--- src/rtl/c_elem_pkg.sv ---
// Shared types, limits and consensus helper for c_element_sync.
package c_elem_pkg;

    localparam int unsigned N_IN_MAX   = 16;
    localparam int unsigned FILTER_MAX = 255;

    // Output-state machine: y is high in HIGH and FALL_PEND
    typedef enum logic [1:0] {
        LOW       = 2'd0,
        RISE_PEND = 2'd1,
        HIGH      = 2'd2,
        FALL_PEND = 2'd3
    } c_state_e;

    // Returns {rise, fall}: rise needs every input high, fall ignores plus-only inputs
    function automatic logic [1:0] consensus_masks(
        input logic [N_IN_MAX-1:0] s,
        input logic [N_IN_MAX-1:0] plus_mask,
        input int unsigned         n_in
    );
        logic rise;
        logic fall;
        rise = 1'b1;
        fall = 1'b1;
        for (int unsigned i = 0; i < N_IN_MAX; i++) begin
            if (i < n_in) begin
                rise = rise & s[i];
                if (!plus_mask[i]) begin
                    fall = fall & ~s[i];
                end
            end
        end
        return {rise, fall};
    endfunction

endpackage

--- src/rtl/sync_bit.sv ---
// Single-bit multi-flop synchroniser with asynchronous active-high reset.
module sync_bit #(
    parameter int unsigned STAGES = 2
) (
    input  logic clk,
    input  logic rst,
    input  logic d,
    output logic q
);

    logic [STAGES-1:0] chain_q;

    // Shift the asynchronous input through the flop chain
    always_ff @(posedge clk or posedge rst) begin
        if (rst) begin
            chain_q <= '0;
        end else begin
            chain_q <= {chain_q[STAGES-2:0], d};
        end
    end

    assign q = chain_q[STAGES-1];

endmodule

--- src/rtl/c_element_sync.sv ---
// Clocked N-input Muller C-element with per-input synchronisers, plus-only
// inputs, a consecutive-cycle consensus filter, edge pulses and a toggle count.
// Optional mixed-input timeout flag enabled by defining C_ELEM_TIMEOUT_EN.
module c_element_sync
    import c_elem_pkg::*;
#(
    parameter int unsigned       N_IN        = 2,
    parameter int unsigned       SYNC_STAGES = 2,
    parameter int unsigned       FILTER_CYC  = 1,
    parameter logic [N_IN-1:0]   PLUS_MASK   = {N_IN{1'b0}},
    parameter int unsigned       CNT_W       = 16,
    parameter int unsigned       TIMEOUT_CYC = 1024
) (
    input  logic             clk,
    input  logic             rst,
    input  logic [N_IN-1:0]  a_in,
    output logic             y,
    output logic             y_rise,
    output logic             y_fall,
    output logic             pend,
    output logic [CNT_W-1:0] tog_cnt,
    output logic             err,
    input  logic             err_clr
);

    // Elaboration-time parameter legality
    generate
        if (N_IN < 2 || N_IN > N_IN_MAX) begin : g_bad_n_in
            $error("c_element_sync: N_IN out of range 2..16");
        end
        if (SYNC_STAGES < 2 || SYNC_STAGES > 4) begin : g_bad_sync
            $error("c_element_sync: SYNC_STAGES out of range 2..4");
        end
        if (FILTER_CYC < 1 || FILTER_CYC > FILTER_MAX) begin : g_bad_filter
            $error("c_element_sync: FILTER_CYC out of range 1..255");
        end
        if (PLUS_MASK == {N_IN{1'b1}}) begin : g_bad_mask
            $error("c_element_sync: PLUS_MASK must not be all ones");
        end
        if (TIMEOUT_CYC < 1) begin : g_bad_timeout
            $error("c_element_sync: TIMEOUT_CYC must be at least 1");
        end
    endgenerate

    logic [N_IN-1:0] s;
    logic [1:0]      cons_c;
    logic            rise_c;
    logic            fall_c;

    // One synchroniser chain per input line
    for (genvar i = 0; i < N_IN; i++) begin : g_sync
        sync_bit #(.STAGES(SYNC_STAGES)) u_sync (
            .clk (clk),
            .rst (rst),
            .d   (a_in[i]),
            .q   (s[i])
        );
    end

    assign cons_c = consensus_masks(N_IN_MAX'(s), N_IN_MAX'(PLUS_MASK), N_IN);
    assign rise_c = cons_c[1];
    assign fall_c = cons_c[0];

    c_state_e   state_q;
    c_state_e   state_d;
    logic [7:0] cnt_q;
    logic [7:0] cnt_d;
    logic       y_d;
    logic       pend_d;
    logic       filt_done_c;

    assign filt_done_c = ((9'(cnt_q) + 9'd1) == 9'(FILTER_CYC));

    // State and filter-count register
    always_ff @(posedge clk or posedge rst) begin
        if (rst) begin
            state_q <= LOW;
            cnt_q   <= '0;
        end else begin
            state_q <= state_d;
            cnt_q   <= cnt_d;
        end
    end

    // Next state: consensus must persist FILTER_CYC cycles, anything else holds
    always_comb begin
        state_d = state_q;
        cnt_d   = cnt_q;
        case (state_q)
            LOW: begin
                if (rise_c) begin
                    cnt_d   = 8'd1;
                    state_d = (FILTER_CYC == 32'd1) ? HIGH : RISE_PEND;
                end
            end
            RISE_PEND: begin
                if (!rise_c) begin
                    state_d = LOW;
                    cnt_d   = '0;
                end else if (filt_done_c) begin
                    state_d = HIGH;
                    cnt_d   = '0;
                end else begin
                    cnt_d = cnt_q + 8'd1;
                end
            end
            HIGH: begin
                if (fall_c) begin
                    cnt_d   = 8'd1;
                    state_d = (FILTER_CYC == 32'd1) ? LOW : FALL_PEND;
                end
            end
            FALL_PEND: begin
                if (!fall_c) begin
                    state_d = HIGH;
                    cnt_d   = '0;
                end else if (filt_done_c) begin
                    state_d = LOW;
                    cnt_d   = '0;
                end else begin
                    cnt_d = cnt_q + 8'd1;
                end
            end
            default: begin
                state_d = LOW;
                cnt_d   = '0;
            end
        endcase
        y_d    = (state_d == HIGH) || (state_d == FALL_PEND);
        pend_d = (state_d == RISE_PEND) || (state_d == FALL_PEND);
    end

    // Registered outputs, updated on the same edge as the state
    always_ff @(posedge clk or posedge rst) begin
        if (rst) begin
            y       <= 1'b0;
            pend    <= 1'b0;
            y_rise  <= 1'b0;
            y_fall  <= 1'b0;
            tog_cnt <= '0;
        end else begin
            y      <= y_d;
            pend   <= pend_d;
            y_rise <= y_d & ~y;
            y_fall <= ~y_d & y;
            if (y_d != y) begin
                tog_cnt <= tog_cnt + CNT_W'(1);
            end
        end
    end

`ifdef C_ELEM_TIMEOUT_EN
    localparam int unsigned TO_W = $clog2(TIMEOUT_CYC + 1);

    logic [TO_W-1:0] to_cnt_q;

    // Saturating mixed-input counter and sticky error flag
    always_ff @(posedge clk or posedge rst) begin
        if (rst) begin
            to_cnt_q <= '0;
            err      <= 1'b0;
        end else begin
            if (rise_c || fall_c) begin
                to_cnt_q <= '0;
            end else if (to_cnt_q != TO_W'(TIMEOUT_CYC)) begin
                to_cnt_q <= to_cnt_q + TO_W'(1);
            end
            if (err_clr) begin
                err <= 1'b0;
            end else if (to_cnt_q == TO_W'(TIMEOUT_CYC)) begin
                err <= 1'b1;
            end
        end
    end
`else
    logic unused_err_clr;

    assign unused_err_clr = err_clr;
    assign err            = 1'b0;
`endif

endmodule
--- config.mk ---
export PLATFORM = sky130hd
export DESIGN_NAME = c_element_sync
export DESIGN_NICKNAME = d
export VERILOG_FILES = /design/src/rtl/c_elem_pkg.sv /design/src/rtl/sync_bit.sv /design/src/rtl/c_element_sync.sv
export SDC_FILE = /design/constraint.sdc
export NUM_CORES = 1
export LEC_CHECK = 0
export BUFFER_PORTS_ARGS = -buffer_cell sky130_fd_sc_hd__buf_2
export CORE_UTILIZATION = 47
export DETAILED_ROUTE_END_ITERATION = 10
export GPL_ROUTABILITY_DRIVEN = 0
export GPL_TIMING_DRIVEN = 1
export PLACE_DENSITY = 0.68
export SKIP_LAST_GASP = 1
export SLEW_MARGIN = 20
export SYNTH_ARGS = -nofsm -noshare
export SYNTH_HDL_FRONTEND = slang
export SYNTH_HIERARCHICAL = 1
export SYNTH_SLANG_ARGS = --single-unit
--- constraint.sdc ---
create_clock -name clk -period 3.85 [get_ports clk]
set_input_delay 0.385 -clock clk [delete_from_list [all_inputs] [get_ports clk]]
set_output_delay 0.385 -clock clk [all_outputs]
set_load 0.01 [all_outputs]
==> flow_results.xml, run 1 <==
<?xml version="1.0" encoding="UTF-8"?>
<metrics>
  <group name="global_routing">
    <metric name="number_of_antenna_violations_at_the_first_check_in_global_routing" unit="">0</metric>
    <metric name="total_overflow_reported_by_the_global_router" unit="">0</metric>
    <metric name="grt_max_degree" unit="">30</metric>
    <metric name="global_route.usage.total" unit="">0.192</metric>
    <metric name="first_pass_grt_wire_length" unit="µm">5040</metric>
    <metric name="first_global_vias" unit="">1092</metric>
  </group>
  <group name="worst_setup_path">
    <metric name="critPathSlowestCell" unit="">sky130_fd_sc_hd__dfrtp_1</metric>
    <metric name="timing.critical_path.arrival" unit="ns">3.68</metric>
    <metric name="data_required_time_of_the_worst_path" unit="ns">4.08</metric>
    <metric name="critPathBufInv" unit="">0</metric>
    <metric name="criticalPathCategory" unit="">reg -&gt; reg</metric>
    <metric name="start_kind" unit="">register</metric>
    <metric name="path_delay_family" unit="">simple AND/OR/NAND/NOR gates</metric>
    <metric name="critical_path.endpoint_type" unit="">register</metric>
    <metric name="critical_path_peak_fanout" unit="">6</metric>
    <metric name="timing.critical_path.cells" unit="">ha_1 -&gt; xor2_1 -&gt; o2bb2ai_1 -&gt; nand4b_2 -&gt; o211ai_1 -&gt; o211ai_1 -&gt; ha_1 -&gt; and4b_1 -&gt; and4_1 -&gt; and4_1 -&gt; nand3_1 -&gt; xnor2_1</metric>
    <metric name="slowest_delay" unit="ns">0.46</metric>
  </group>
  <group name="sta">
    <metric name="finalSetupViolations" unit="">0</metric>
    <metric name="fin_crit_share" unit="">0.897</metric>
    <metric name="finalClockSkew" unit="ns">0.00882</metric>
    <metric name="worst_slew_margin_rel" unit="">0.597</metric>
    <metric name="hold_ws" unit="ns">0.151</metric>
    <metric name="post-route-worst-setup-slack" unit="ns">0.396</metric>
    <metric name="period_needed" unit="ns">3.45</metric>
    <metric name="fin_tns_setup" unit="ns">0</metric>
    <metric name="final_max_slew_viol_count" unit="">0</metric>
    <metric name="maxClockFrequency" unit="MHz">290</metric>
    <metric name="timing.final.hold_violations" unit="">0</metric>
    <metric name="worstMarginPinSlew" unit="ns">0.604</metric>
    <metric name="rsz0062_at_grt" unit="">false</metric>
  </group>
  <group name="die">
    <metric name="dieWidth" unit="µm">60.7</metric>
    <metric name="core_region_area" unit="µm²">3150</metric>
    <metric name="dieArea" unit="µm²">3690</metric>
    <metric name="starting_density_of_the_core" unit="">0.514</metric>
    <metric name="std_cell_rows" unit="">20</metric>
    <metric name="floorplan.io_pins" unit="">26</metric>
    <metric name="die_height" unit="µm">60.7</metric>
  </group>
  <group name="synthesis">
    <metric name="netlist_instances" unit="">152</metric>
    <metric name="ys.warnings.count" unit="">6</metric>
    <metric name="ys_types" unit="">36</metric>
    <metric name="post_synth_instance_area" unit="µm²">1620</metric>
    <metric name="synthesis.nets" unit="">161</metric>
    <metric name="synth_area_per_cell" unit="µm²">10.7</metric>
    <metric name="post-synth-top-area-fraction" unit="">0.509</metric>
    <metric name="yosysSeqAreaShare" unit="">0.509</metric>
    <metric name="synth_seq_cells" unit="">33</metric>
    <metric name="ys_top_cells_by_area" unit="">sky130_fd_sc_hd__dfrtp_1 51%, sky130_fd_sc_hd__xnor2_1 8.1%, sky130_fd_sc_hd__nand2_1 4.4%</metric>
    <metric name="synth_largest_area_cell" unit="">sky130_fd_sc_hd__dfrtp_1</metric>
  </group>
  <group name="clock_tree">
    <metric name="cts_max_path_buffers" unit="">2</metric>
    <metric name="numCtsBuffers" unit="">5</metric>
    <metric name="cts.root.buffer_cell" unit="">sky130_fd_sc_hd__clkbuf_4</metric>
    <metric name="clk_pin_slew" unit="ns">0.10</metric>
    <metric name="numClockSinks" unit="">33</metric>
    <metric name="cts-resized-gates" unit="">0</metric>
    <metric name="cts_tree" unit="">done</metric>
    <metric name="clk_latency" unit="ns">0.33</metric>
    <metric name="htreeDepth" unit="">2</metric>
  </group>
  <group name="outcome">
    <metric name="result_of_the_run" unit="">complete, no violations</metric>
  </group>
  <group name="drt">
    <metric name="remaining_drc_errors" unit="">0</metric>
    <metric name="firstDrtPassIters" unit="">4</metric>
    <metric name="drt.antenna.violating_nets" unit="">0</metric>
    <metric name="route.detailed.vias_per_inst" unit="">5.41</metric>
    <metric name="wl_per_cell" unit="µm">13.7</metric>
    <metric name="totalWireLength" unit="µm">3050</metric>
    <metric name="initialDrtViolationCount" unit="">70</metric>
    <metric name="vias" unit="">1206</metric>
  </group>
  <group name="layout">
    <metric name="layout_cell_share_with_drive_strength_beyond_1" unit="">0.218</metric>
    <metric name="finalNetCount" unit="">187</metric>
    <metric name="antenna_cell_count" unit="">0</metric>
    <metric name="layout.cells.most_common_list" unit="">33 x sky130_fd_sc_hd__dfrtp_1, 23 x sky130_fd_sc_hd__buf_2, 19 x sky130_fd_sc_hd__nand2_1, 15 x sky130_fd_sc_hd__xnor2_1, 12 x sky130_fd_sc_hd__nand3_1</metric>
    <metric name="layout_commonest_cell" unit="">sky130_fd_sc_hd__dfrtp_1</metric>
    <metric name="area_growth" unit="%">12.9</metric>
  </group>
  <group name="placed_design">
    <metric name="pre_cts_slack" unit="ns">0.414</metric>
    <metric name="io_buffer_count" unit="">23</metric>
    <metric name="post-dp-hpwl" unit="µm">2140</metric>
  </group>
  <group name="worst_hold_path">
    <metric name="hold_path.class" unit="">in -&gt; reg</metric>
  </group>
  <group name="power">
    <metric name="ir_worst_vdd" unit="mV">0.331</metric>
    <metric name="power.static_leakage" unit="nW">0.851</metric>
    <metric name="p_total" unit="mW">0.814</metric>
    <metric name="cellPowerDensity" unit="nW/µm²">445</metric>
  </group>
  <group name="flow_run">
    <metric name="drv.max_cap_violation_count" unit="">0</metric>
  </group>
</metrics>
## state kept, by name, indices dropped and copies added, names as in the netlist
name and count:
cnt_q 8, tog_cnt 16, g_sync.u_sync/chain_q 4, y_rise 1, state_q 1, y_fall 1
pend 1, y 1
## routing by layer
metal | up-vias | routed length [µm] | track usage
met5 | - | 0 | 0
met4 | 0 | 54 | 0.0844
met3 | 7 | 164 | 0.0682
met2 | 30 | 1510 | 0.295
met1 | 582 | 1320 | 0.245
li1 | 587 | - | -
## synthesized netlist by cell type
library cell and number:
sky130_fd_sc_hd__a21oi_1 1, sky130_fd_sc_hd__and4_1 3, sky130_fd_sc_hd__o2bb2ai_1 1, sky130_fd_sc_hd__o32ai_1 2
sky130_fd_sc_hd__nand4b_2 1, sky130_fd_sc_hd__ha_1 4, sky130_fd_sc_hd__o21a_4 1, sky130_fd_sc_hd__or3_1 2
sky130_fd_sc_hd__and3_1 2, sky130_fd_sc_hd__xor2_1 4, sky130_fd_sc_hd__nand4_1 2, sky130_fd_sc_hd__nand3_1 12
sky130_fd_sc_hd__and3_2 1, sky130_fd_sc_hd__nor2_1 7, sky130_fd_sc_hd__buf_6 2, sky130_fd_sc_hd__o22ai_1 3
sky130_fd_sc_hd__clkbuf_1 1, sky130_fd_sc_hd__inv_1 8, sky130_fd_sc_hd__a22oi_1 1, sky130_fd_sc_hd__o21ai_2 1
sky130_fd_sc_hd__buf_4 2, sky130_fd_sc_hd__o21ai_0 5, sky130_fd_sc_hd__nand4b_1 2, sky130_fd_sc_hd__o21a_1 1
sky130_fd_sc_hd__mux2_2 1, sky130_fd_sc_hd__nand2b_1 1, sky130_fd_sc_hd__conb_1 1, sky130_fd_sc_hd__o31ai_1 2
sky130_fd_sc_hd__nand2_1 19, sky130_fd_sc_hd__dfrtp_1 33, sky130_fd_sc_hd__o2111ai_1 1, sky130_fd_sc_hd__o211ai_1 4
sky130_fd_sc_hd__o211ai_2 2, sky130_fd_sc_hd__xnor2_1 15, sky130_fd_sc_hd__and2_1 2, sky130_fd_sc_hd__and4b_1 2
## cell type report
class / instances / area, µm²
fillers: 298 / 1320
multi-input cells: 106 / 724
well taps: 44 / 55.1
inverters: 8 / 30.0
flip-flops and latches: 33 / 826
clock inverters: 1 / 5.00
repair buffers: 24 / 125
clock buffers: 7 / 65.1
## metrics by stage
stage / utilization / instance area (µm²) / std cells
after floorplan: - / 1620 / 152
after global placement: 0.555 / 1750 / 214
after detailed placement: 0.555 / 1750 / 214
after CTS: 0.581 / 1830 / 223
after global routing: 0.581 / 1830 / 223
final: 0.581 / 1830 / 223
## path summary, 6_finish.rpt
kind	start	to	slack (ns)	cells after the start
max	cnt_q[0]$_DFFE_PP0P_	tog_cnt[13]$_DFFE_PP0P_	0.40	12
min	a_in[1]	g_sync[1].u_sync/chain_q[0]$_DFF_PP0_	0.15	1
max reg2reg	cnt_q[0]$_DFFE_PP0P_	tog_cnt[13]$_DFFE_PP0P_	0.40	12
min reg2reg	g_sync[1].u_sync/chain_q[0]$_DFF_PP0_	g_sync[1].u_sync/chain_q[1]$_DFF_PP0_	0.36	0
max in group asynchronous	rst	tog_cnt[7]$_DFFE_PP0P_	2.73	3
min in group asynchronous	rst	g_sync[0].u_sync/chain_q[1]$_DFF_PP0_	0.49	3
## cells by family (layout without fill, tap and decap cells)
logic type / count (synthesis) / in the layout / synth area share
AO/OA/AOI/OAI: 25 / 25 / 0.119
buffers and inverters: 13 / 40 / 0.0440
XOR/XNOR: 19 / 19 / 0.103
multiplexers: 1 / 1 / 0.00694
other: 1 / 1 / 0.00231
AND/OR/NAND/NOR: 56 / 56 / 0.185
adder cells (fa/ha/maj): 4 / 4 / 0.0309
flip-flops: 33 / 33 / 0.509
## where the power goes
part	switching, mW	internal, mW	leakage (nW)
clock	0.119	0.106	0.0413
combinational	0.0768	0.0756	0.382
sequential	0.0493	0.388	0.427
total	0.245	0.570	0.851
## what timing repair did
| item | CTS | global route |
|---|---|---|
| hold buffers | 1 | 0 |
| hold endpoints to repair | 4 | 0 |
| buffers inserted | 0 | 0 |
Power figures use the tool's default switching activity.
==> inputs of run 2 (changes only) <==
--- a/config.mk
+++ b/config.mk
@@ -5,6 +5,7 @@
 export SDC_FILE = /design/constraint.sdc
 export NUM_CORES = 1
 export LEC_CHECK = 0
+export ABC_AREA = 1
 export BUFFER_PORTS_ARGS = -buffer_cell sky130_fd_sc_hd__buf_2
 export CORE_UTILIZATION = 47
 export DETAILED_ROUTE_END_ITERATION = 10
==> flow_results.xml, run 2 <==
<?xml version="1.0" encoding="UTF-8"?>
<metrics>
  <group name="outcome">
    <metric name="result_of_the_run" unit="">complete, no violations</metric>
  </group>
  <group name="synthesis">
    <metric name="synth_async_sr_flop_share" unit="">1.00</metric>
    <metric name="yosys-mux-area-fraction" unit="">0</metric>
    <metric name="synth_area_per_cell" unit="µm²">9.21</metric>
    <metric name="synth_ff_type" unit="">sky130_fd_sc_hd__dfrtp_1</metric>
    <metric name="synth-edff-count" unit="">0</metric>
    <metric name="ys_types" unit="">26</metric>
    <metric name="synth_compound_gate_area_share" unit="">0.0378</metric>
    <metric name="post_synth_fa_ha_maj_area_fraction" unit="">0.0291</metric>
    <metric name="synth_simple_gate_area_share" unit="">0.282</metric>
    <metric name="ys_top_cells_by_area" unit="">sky130_fd_sc_hd__dfrtp_1 48%, sky130_fd_sc_hd__nand2_1 8.3%, sky130_fd_sc_hd__inv_1 5.9%</metric>
    <metric name="synth_top_family_by_area" unit="">simple AND/OR/NAND/NOR gates</metric>
    <metric name="synth_top_cells_by_count" unit="">38 x sky130_fd_sc_hd__nand2_1, 33 x sky130_fd_sc_hd__dfrtp_1, 27 x sky130_fd_sc_hd__inv_1</metric>
    <metric name="synthesis.nets" unit="">196</metric>
    <metric name="synth-xor-area-share" unit="">0.0908</metric>
    <metric name="synth_seq_cells" unit="">33</metric>
    <metric name="yosysSeqAreaShare" unit="">0.480</metric>
    <metric name="top_count_cell_post_synth" unit="">sky130_fd_sc_hd__nand2_1</metric>
    <metric name="netlist_instances" unit="">187</metric>
    <metric name="synth_largest_area_cell" unit="">sky130_fd_sc_hd__dfrtp_1</metric>
    <metric name="ys.warnings.count" unit="">6</metric>
    <metric name="post_synth_instance_area" unit="µm²">1720</metric>
    <metric name="post-synth-top-area-fraction" unit="">0.480</metric>
  </group>
  <group name="sta">
    <metric name="rsz0062_at_grt" unit="">false</metric>
    <metric name="worstMarginPinSlew" unit="ns">0.609</metric>
    <metric name="finalClockSkew" unit="ns">0.0119</metric>
    <metric name="worst_slew_margin_rel" unit="">0.594</metric>
    <metric name="finalSetupViolations" unit="">0</metric>
    <metric name="period_needed" unit="ns">3.06</metric>
    <metric name="fin_tns_setup" unit="ns">0</metric>
    <metric name="maxClockFrequency" unit="MHz">327</metric>
    <metric name="timing.final.hold_violations" unit="">0</metric>
    <metric name="fin_crit_share" unit="">0.795</metric>
    <metric name="post-route-worst-setup-slack" unit="ns">0.791</metric>
    <metric name="hold_ws" unit="ns">0.155</metric>
    <metric name="final_max_slew_viol_count" unit="">0</metric>
  </group>
  <group name="clock_tree">
    <metric name="cts.root.buffer_cell" unit="">sky130_fd_sc_hd__clkbuf_4</metric>
    <metric name="htreeDepth" unit="">2</metric>
    <metric name="clk_latency" unit="ns">0.34</metric>
    <metric name="cts-resized-gates" unit="">0</metric>
    <metric name="cts_tree" unit="">done</metric>
    <metric name="numClockSinks" unit="">33</metric>
    <metric name="cts_max_path_buffers" unit="">2</metric>
    <metric name="clk_pin_slew" unit="ns">0.11</metric>
    <metric name="numCtsBuffers" unit="">5</metric>
  </group>
  <group name="layout">
    <metric name="antenna_cell_count" unit="">0</metric>
    <metric name="finalNetCount" unit="">225</metric>
    <metric name="layout_cell_share_with_drive_strength_beyond_1" unit="">0.304</metric>
    <metric name="area_growth" unit="%">14.7</metric>
    <metric name="layout_commonest_cell" unit="">sky130_fd_sc_hd__nand2_1</metric>
    <metric name="final.fill_count" unit="">325</metric>
    <metric name="regMostFlops" unit="">tog_cnt</metric>
    <metric name="layout.cells.most_common_list" unit="">38 x sky130_fd_sc_hd__nand2_1, 33 x sky130_fd_sc_hd__dfrtp_1, 26 x sky130_fd_sc_hd__inv_1, 23 x sky130_fd_sc_hd__buf_2</metric>
    <metric name="largest_reg_flops" unit="">16</metric>
    <metric name="reg_top3" unit="">tog_cnt (16), cnt_q (8), g_sync.u_sync/chain_q (4)</metric>
    <metric name="finish.instance_area" unit="µm²">1970</metric>
  </group>
  <group name="power">
    <metric name="cellPowerDensity" unit="nW/µm²">507</metric>
    <metric name="ir_worst_vdd" unit="mV">0.329</metric>
    <metric name="power.static_leakage" unit="nW">1.06</metric>
    <metric name="p_total" unit="mW">1.00</metric>
  </group>
  <group name="flow_run">
    <metric name="drv.max_cap_violation_count" unit="">0</metric>
  </group>
  <group name="drt">
    <metric name="remaining_drc_errors" unit="">0</metric>
    <metric name="totalWireLength" unit="µm">3070</metric>
    <metric name="drt.antenna.violating_nets" unit="">0</metric>
    <metric name="vias" unit="">1258</metric>
    <metric name="initialDrtViolationCount" unit="">41</metric>
    <metric name="wl_per_cell" unit="µm">11.7</metric>
    <metric name="route.detailed.vias_per_inst" unit="">4.78</metric>
    <metric name="firstDrtPassIters" unit="">4</metric>
  </group>
  <group name="die">
    <metric name="core_region_area" unit="µm²">3420</metric>
    <metric name="die_height" unit="µm">62.5</metric>
    <metric name="starting_density_of_the_core" unit="">0.504</metric>
    <metric name="std_cell_rows" unit="">21</metric>
    <metric name="dieWidth" unit="µm">62.5</metric>
    <metric name="floorplan.io_pins" unit="">26</metric>
    <metric name="dieArea" unit="µm²">3910</metric>
  </group>
  <group name="placed_design">
    <metric name="place_area" unit="µm²">1880</metric>
    <metric name="pre_cts_slack" unit="ns">0.804</metric>
    <metric name="post-dp-hpwl" unit="µm">2310</metric>
    <metric name="io_buffer_count" unit="">23</metric>
  </group>
  <group name="worst_setup_path">
    <metric name="data_required_time_of_the_worst_path" unit="ns">4.10</metric>
    <metric name="critical_path_peak_fanout" unit="">4</metric>
    <metric name="slowest_delay" unit="ns">0.44</metric>
    <metric name="critical_path.endpoint_type" unit="">register</metric>
    <metric name="criticalPathCategory" unit="">reg -&gt; reg</metric>
    <metric name="timing.critical_path.arrival" unit="ns">3.31</metric>
    <metric name="critPathSlowestCell" unit="">sky130_fd_sc_hd__dfrtp_1</metric>
    <metric name="most_frequent_cell_on_the_critical_path" unit="">sky130_fd_sc_hd__nand2_2</metric>
    <metric name="start_kind" unit="">register</metric>
    <metric name="timing.critical_path.cells" unit="">ha_1 -&gt; nand2_2 -&gt; nor2_2 -&gt; nand2_1 -&gt; nand2_1 -&gt; nand2_1 -&gt; nor2_2 -&gt; nand3_2 -&gt; nand2_2 -&gt; nand3_2 -&gt; nand2_2 -&gt; inv_1 -&gt; ha_1 -&gt; inv_2 -&gt; nand2_2 -&gt; nor2_4 -&gt; nand2_4 -&gt; nor2_4 -&gt; nand2_4 -&gt; nor2_4 -&gt; nand3_2 -&gt; nor2_2 -&gt; xor2_1</metric>
  </group>
  <group name="global_routing">
    <metric name="number_of_antenna_violations_at_the_first_check_in_global_routing" unit="">0</metric>
    <metric name="global_route.usage.total" unit="">0.177</metric>
    <metric name="first_pass_grt_wire_length" unit="µm">5420</metric>
    <metric name="grt_max_degree" unit="">30</metric>
    <metric name="total_overflow_reported_by_the_global_router" unit="">0</metric>
    <metric name="first_global_vias" unit="">1278</metric>
  </group>
  <group name="worst_hold_path">
    <metric name="hold_path.class" unit="">in -&gt; reg</metric>
  </group>
</metrics>
run 2: changes by cell type in the layout (fill, tap and decap cells not counted), sizes merged, moves of 6 or more:
cell and change:
xor2 +6, xnor2 -8, nor2 +14, inv +23, o211ai -6, nand2 +29
run 2: repair_timing:
action | 4_1_cts | 5_1_grt
buffers inserted | 0 | 0
hold buffers | 1 | 0
hold endpoints to repair | 4 | 0
run 2: stage by stage:
step,util,instances
after detailed placement,0.550,254
after global routing,0.578,263
after global placement,0.550,254
after floorplan,-,187
final,0.578,263
after CTS,0.578,263
run 2: layout make-up:
| cell class | instances | area [µm²] | share of cell area |
|---|---|---|---|
| Clock inverter | 1 | 30.0 | 0.0152 |
| Timing Repair Buffer | 24 | 125 | 0.0634 |
| Inverter | 32 | 120 | 0.0608 |
| Clock buffer | 7 | 55.1 | 0.0279 |
| Tap cell | 46 | 57.6 | 0.0292 |
| Sequential cell | 33 | 826 | 0.418 |
| Multi-Input combinational cell | 120 | 761 | 0.385 |
run 2: path summary, 6_finish.rpt:
| path | start | endpoint | slack, ns | depth (start not counted) |
|---|---|---|---|---|
| setup reg to reg | cnt_q[0]$_DFFE_PP0P_ | tog_cnt[15]$_DFFE_PP0P_ | 0.79 | 23 |
| hold / removal | a_in[1] | g_sync[1].u_sync/chain_q[0]$_DFF_PP0_ | 0.15 | 1 |
| setup / recovery | cnt_q[0]$_DFFE_PP0P_ | tog_cnt[15]$_DFFE_PP0P_ | 0.79 | 23 |
| min in group asynchronous | rst | g_sync[1].u_sync/chain_q[1]$_DFF_PP0_ | 0.45 | 3 |
| max in group asynchronous | rst | tog_cnt[15]$_DFFE_PP0P_ | 2.77 | 3 |
| hold reg to reg | g_sync[1].u_sync/chain_q[0]$_DFF_PP0_ | g_sync[1].u_sync/chain_q[1]$_DFF_PP0_ | 0.36 | 0 |
run 2: logic make-up after synthesis:
logic type | after synthesis
xor+xnor | 17
fa+ha+maj | 4
flops | 33
compound gates | 11
buf+inv | 34
other cells | 1
simple gates | 87
run 2: report_power, final:
part / leakage [nW] / total, mW / internal (mW) / switching, mW
sequential: 0.431 / 0.454 / 0.401 / 0.0533
combinational: 0.584 / 0.275 / 0.107 / 0.168
clock: 0.0455 / 0.272 / 0.155 / 0.117
total: 1.06 / 1.00 / 0.663 / 0.338
run 2: routing by layer:
| metal | vias to the layer above | global-route usage | share of wire |
|---|---|---|---|
| met2 | 27 | 0.317 | 0.51 |
| met5 | - | 0 | 0 |
| met4 | 0 | 0.0814 | 0.025 |
| li1 | 628 | - | - |
| met3 | 7 | 0.0401 | 0.033 |
| met1 | 596 | 0.198 | 0.43 |
run 2: worst max-delay path: cells and delay by family (launching register included):
| kind | cells | cell delay (ns) |
|---|---|---|
| xor+xnor | 1 | 0.17 |
| fa+ha+maj | 2 | 0.59 |
| buf+inv | 2 | 0.15 |
| flops | 1 | 0.44 |
| simple gates | 18 | 1.63 |
